==> src/rtl/fp_pkg.sv <==
// Shared floating-point format constants and the normalize-to-round stage record.
package fp_pkg;
    localparam int SIG_BITS = 23;
    localparam int EXP_BITS = 8;
    localparam int BIAS     = (1 << (EXP_BITS - 1)) - 1;
    localparam int EXP_IW   = EXP_BITS + 2;

    // exp holds a two's-complement value; it can be negative after a large left shift.
    typedef struct packed {
        logic                sign;
        logic                zero;
        logic [EXP_IW-1:0]   exp;
        logic [SIG_BITS-1:0] frac;
        logic                guard;
        logic                round;
        logic                sticky;
    } norm_t;
endpackage

==> src/rtl/leading_zero_counter.sv <==
// Combinational leading-zero count; an all-zero input returns WIDTH.
module leading_zero_counter #(
    parameter int  WIDTH = 27,
    localparam int CNT_W = $clog2(WIDTH + 1)
) (
    input  logic [WIDTH-1:0] din,
    output logic [CNT_W-1:0] count
);

    always_comb begin
        count = CNT_W'(WIDTH);
        // Scanning upward, the highest set bit is the last to overwrite the count.
        for (int i = 0; i < WIDTH; i++) begin
            if (din[i]) count = CNT_W'(WIDTH - 1 - i);
        end
    end

endmodule

==> src/rtl/normalize_round.sv <==
// Two-stage FP adder back end: normalize the raw sum, then round-to-nearest-even and pack.
module normalize_round
    import fp_pkg::norm_t;
#(
    parameter int SIG_BITS = fp_pkg::SIG_BITS,
    parameter int EXP_BITS = fp_pkg::EXP_BITS
) (
    input  logic                         clk,
    input  logic                         reset_n,
    input  logic                         in_valid,
    output logic                         in_ready,
    input  logic                         in_sign,
    input  logic [EXP_BITS-1:0]          in_exp,
    input  logic [SIG_BITS+4:0]          in_sig,
    output logic                         out_valid,
    input  logic                         out_ready,
    output logic [EXP_BITS+SIG_BITS:0]   out_result,
    output logic [2:0]                   out_flags
);

    localparam int SW = SIG_BITS + 5;
    localparam int LW = SIG_BITS + 4;
    localparam int CW = $clog2(LW + 1);
    localparam int EW = EXP_BITS + 2;
    localparam int RW = 1 + EXP_BITS + SIG_BITS;

    // Returns {overflow, underflow, inexact, sign, exp, frac}.
    function automatic logic [RW+2:0] round_pack(input norm_t n);
        logic signed [EW-1:0] e;
        logic signed [EW-1:0] e_rnd;
        logic [SIG_BITS:0]    frac_rnd;
        logic                 inc;
        logic                 inexact;
        e        = n.exp;
        inexact  = n.guard | n.round | n.sticky;
        inc      = n.guard & (n.round | n.sticky | n.frac[0]);
        frac_rnd = {1'b0, n.frac} + (SIG_BITS + 1)'(inc);
        e_rnd    = e + EW'(frac_rnd[SIG_BITS]);
        if (n.zero)
            round_pack = {3'b000, n.sign, {(EXP_BITS + SIG_BITS){1'b0}}};
        else if (e[EW-1] || e == '0)
            round_pack = {3'b011, n.sign, {(EXP_BITS + SIG_BITS){1'b0}}};
        else if (e_rnd >= EW'((1 << EXP_BITS) - 1))
            round_pack = {3'b101, n.sign, {EXP_BITS{1'b1}}, {SIG_BITS{1'b0}}};
        else
            round_pack = {2'b00, inexact, n.sign, e_rnd[EXP_BITS-1:0], frac_rnd[SIG_BITS-1:0]};
    endfunction

    logic [CW-1:0]        lz_p0;
    logic [LW-1:0]        sh_p0;
    logic signed [EW-1:0] exp_in_p0;
    logic signed [EW-1:0] exp_p0;
    norm_t                norm_p0;

    leading_zero_counter #(.WIDTH(LW)) u_lzc (
        .din   (in_sig[LW-1:0]),
        .count (lz_p0)
    );

    // ---- stage 0 -> 1: normalize ----
    always_comb begin
        exp_in_p0 = {2'b00, in_exp};
        if (in_sig[SW-1]) begin
            sh_p0    = in_sig[SW-1:1];
            sh_p0[0] = in_sig[1] | in_sig[0];
            exp_p0   = exp_in_p0 + EW'(1);
        end else begin
            sh_p0  = in_sig[LW-1:0] << lz_p0;
            exp_p0 = exp_in_p0 - EW'(lz_p0);
        end
        norm_p0.sign   = in_sign;
        norm_p0.zero   = ~sh_p0[LW-1];
        norm_p0.exp    = exp_p0;
        norm_p0.frac   = sh_p0[LW-2:3];
        norm_p0.guard  = sh_p0[2];
        norm_p0.round  = sh_p0[1];
        norm_p0.sticky = sh_p0[0];
    end

    logic          vld_p1;
    logic          vld_p2;
    logic          adv_p2;
    norm_t         norm_p1;
    logic [RW-1:0] result_p2;
    logic [2:0]    flags_p2;

    assign adv_p2   = !vld_p2 || out_ready;
    assign in_ready = !vld_p1 || adv_p2;

    always_ff @(posedge clk or negedge reset_n) begin
        if (!reset_n) begin
            vld_p1 <= 1'b0;
            vld_p2 <= 1'b0;
        end else begin
            if (in_ready) vld_p1 <= in_valid;
            if (adv_p2)   vld_p2 <= vld_p1;
        end
    end

    // ---- stage 1 -> 2: round and pack ----
    always_ff @(posedge clk) begin
        if (in_valid && in_ready)
            norm_p1 <= norm_p0;
        if (vld_p1 && adv_p2)
            {flags_p2, result_p2} <= round_pack(norm_p1);
    end

    assign out_valid  = vld_p2;
    assign out_result = vld_p2 ? result_p2 : '0;
    assign out_flags  = vld_p2 ? flags_p2 : 3'b000;

endmodule

==> config.mk <==
export PLATFORM = sky130hd
export DESIGN_NAME = normalize_round
export DESIGN_NICKNAME = d
export VERILOG_FILES = /design/src/rtl/fp_pkg.sv /design/src/rtl/leading_zero_counter.sv /design/src/rtl/normalize_round.sv
export SDC_FILE = /design/constraint.sdc
export NUM_CORES = 1
export LEC_CHECK = 0
export ABC_AREA = 1
export BUFFER_PORTS_ARGS = -buffer_cell sky130_fd_sc_hd__buf_2
export CAP_MARGIN = 5
export CORE_UTILIZATION = 45
export CTS_BUF_LIST = sky130_fd_sc_hd__clkbuf_4 sky130_fd_sc_hd__clkbuf_8
export CTS_CLUSTER_DIAMETER = 120
export DETAILED_ROUTE_END_ITERATION = 8
export GPL_TIMING_DRIVEN = 0
export PLACE_DENSITY = 0.65
export SYNTH_ARGS = -nofsm -noshare
export SYNTH_HDL_FRONTEND = slang
export SYNTH_SLANG_ARGS = --single-unit
==> constraint.sdc <==
create_clock -name clk -period 4.8 [get_ports clk]
set_clock_uncertainty 0.15 [all_clocks]
set_input_delay 0.24 -clock clk [delete_from_list [all_inputs] [get_ports clk]]
set_output_delay 0.24 -clock clk [all_outputs]
set_load 0.01 [all_outputs]
==> reports/metrics.cfg <==
[cells_and_area]
fin_nets = 944
synthToLayoutAreaGrowth_pct = 17.5
layout_commonest_cell = nand2_1
layout_common_cells = nand2_1 (242), inv_1 (115), nand3_1 (115)
diodes = 0
drive_gt1_share_pct = 14.0

[cts]
clk_pin_slew_ns = 0.06
worstSkewPairLatency_ns = 0.35
cts-htree-levels = 3
max-clock-path-buffers = 2
root_buffer = clkbuf_8
clock-sinks = 75
cts_tree = done
cts_buffers = 9

[pwr]
power_density_mw_per_mm2 = 278
p_leak_uw = 0.00323
p_seq_share_pct = 45.8
ir_drop_v = 0.000121
switching_share_pct = 31.0
power_uw = 1840
clkPwrFrac_pct = 27.3
p_switching_uw = 568
combPwrFrac_pct = 26.8
p_int_uw = 1270

[logic_synthesis]
ys_warn_count = 0
syn_avg_cell_area_um2 = 7.04
syn_nets = 850
synthCells = 799
ys_seq_elements = 75
async_flop_share_pct = 2.67
netlist_area_mm2 = 0.00562
synth_flop_cell = edfxtp_1
synth_edf_count = 73
synth_cell_type_count = 41
ys_seq_area_share_pct = 39.9

[setup_path]
crit_arrival_ns = 4.41
start_kind = flip-flop
rr_endpoint = result_p2[18]$_SDFFCE_PP0P_
critPathBufInv = 2
reg2reg_depth = 23
max_stage_delay_ns = 0.38
cp.required_ns = 4.74
worstSetupEndpointType = flip-flop
cp_top_family = simple AND/OR/NAND/NOR gates
critical_path.cell_chain = nand2_1 > nor3_4 > nand2_2 > nor4_4 > nand3_2 > nor3_2 > nand3_1 > inv_1 > nand4_1 > nor4_4 > ha_2 > ha_1 > nand3_1 > nor2_1 > nand2_1 > xor2_1 > nor4_1 > nand4_1 > nand2_1 > nand2_2 > nand2_2 > clkbuf_4 > nor3_1
critPathKind = reg2reg
cp_max_fo = 10
r2r_slack_ns = 0.33
cpMaxStageDelayCell = edfxtp_1
reg2reg_from = norm_p1[2]$_DFFE_PP_

[detailed_routing]
wl_per_cell_um = 15.9
via_per_inst = 5.28
drc = 0
drt_iter0_drc = 457
num_vias = 5630
drt_first_pass_iters = 5
wirelength_um = 16900
ant_nets = 0

[sta]
maxSlewHeadroom_pct = 48.5
slew_violations = 0
fin_crit_ns = 4.47
worst_pin_slew_ns = 0.766
hold_ws_ns = 0.0325
setup_violations = 0
hold_viol_final = 0
grt_setup_unrepaired = yes
fmax_mhz = 224
period_share_pct = 93.1

[grt]
track_usage_pct = 26.9
antenna_found_initial = 0
grt_pass1_wl_um = 26400
grt-ovfl-total = 0
grt_max_degree = 39
grt_pass1_vias = 5165

[place]
dp_hpwl_um = 13400
portBuffers = 77
place_congestion = 0.948

[min_path]
hp-start = out_ready
hold_depth = 4
worst_hold_path_type = in2reg
hold_end = out_valid$_DFFE_PN0P_

[floorplanning]
die_h_um = 114
top_level_ports = 78
dieArea_mm2 = 0.0129
die_w_um = 114
start_util_pct = 46.4
core_mm2 = 0.0121
rows = 40

[outcome]
status = finished, final reports clean

[run]
maxCapViolCount = 0

cell usage after synthesis, types with 4 or more instances:
cell	number	area, µm²
buf_1	4	15.0
buf_2	6	30.0
nand2_1	245	920
xor2_1	13	114
o211ai_1	10	75.1
nand4_1	10	62.6
ha_1	9	113
o22ai_1	4	25.0
inv_1	116	435
nor3_1	20	100
nand3_1	116	581
a21oi_1	25	125
nor4_1	9	56.3
nor2_1	51	191
nor3b_1	5	37.5
clkbuf_1	15	56.3
edfxtp_1	73	2190
o21ai_0	26	130
layer usage:
layer	GRT usage, %	wire length, µm
met5	0	0
met4	10.3	454
met3	4.41	1030
met2	45.5	7960
met1	34.7	7460
metrics by stage:
| step | setup WS [ns] | TNS [ns] | cells | util [%] | instance area [µm²] |
|---|---|---|---|---|---|
| detailed placement | -0.593 | -11.76 | 1045 | 51.7 | 6260 |
| global route | -0.0101 | -0.0189 | 1066 | 54.5 | 6610 |
| global placement | -0.400 | -7.60 | 1044 | 51.4 | 6220 |
| floorplan | 0.675 | 0 | 799 | - | 5620 |
| finish | 0.330 | 0 | 1066 | 54.5 | 6610 |
| CTS | 0.0353 | 0 | 1064 | 54.0 | 6540 |
power groups by stage:
stage / Sequential, µW / Combinational, µW / Clock (µW)
after floorplan: 849 / 303 / 0
after global placement: 856 / 455 / 0
after detailed placement: 856 / 472 / 0
after CTS: 842 / 479 / 513
after global routing: 849 / 548 / 540
final: 841 / 493 / 501
registers in the layout (all words and copies together), names as in the netlist:
signal and count:
norm_p1 38, result_p2 32, flags_p2 3, out_valid 1, vld_p1 1
worst max path at each step:
stage	cells after the start	startpoint	endpoint
after floorplan	23	norm_p1[2]$_DFFE_PP_	result_p2[19]$_SDFFCE_PP0P_
final	23	norm_p1[2]$_DFFE_PP_	result_p2[18]$_SDFFCE_PP0P_
after global routing	23	norm_p1[2]$_DFFE_PP_	result_p2[7]$_SDFFCE_PP0P_
after global placement	23	norm_p1[2]$_DFFE_PP_	result_p2[18]$_SDFFCE_PP0P_
after detailed placement	23	norm_p1[2]$_DFFE_PP_	result_p2[19]$_SDFFCE_PP0P_
after CTS	23	norm_p1[2]$_DFFE_PP_	result_p2[7]$_SDFFCE_PP0P_
worst reg2reg max path: cells and delay by family, from the launching register on:
| kind | cells | cell delay [ns] |
|---|---|---|
| buf+inv | 2 | 0.31 |
| flops | 1 | 0.38 |
| fa+ha+maj | 2 | 0.41 |
| simple gates | 18 | 2.80 |
| xor+xnor | 1 | 0.16 |
cell families after synthesis:
| family | share of synthesized area, % |
|---|---|
| AO/OA/AOI/OAI | 8.92 |
| buffers and inverters | 10.7 |
| XOR/XNOR | 2.49 |
| adder cells (fa/ha/maj) | 2.36 |
| flip-flops | 39.9 |
| AND/OR/NAND/NOR | 35.7 |
layout make-up:
type                       count  area (µm²)
fill                        1190        5510
multi-input combinational    574        2850
sequential                    75        2240
timing repair buffer          83         478
inverter                     121         454
tap                          168         210
clock buffer                  14         180
buffer                        29         154
clock inverter                 2        33.8
timing repair:
item / 4_1_cts / 5_1_grt
setup endpoints to repair: 23 / 25
pin swaps: 0 / 4
buffers inserted: 0 / 1
resized for setup: 8 / 9
hold buffers: 3 / 0
hold endpoints to repair: 4 / 0
Note: power is estimated with default switching activity, not from simulation.
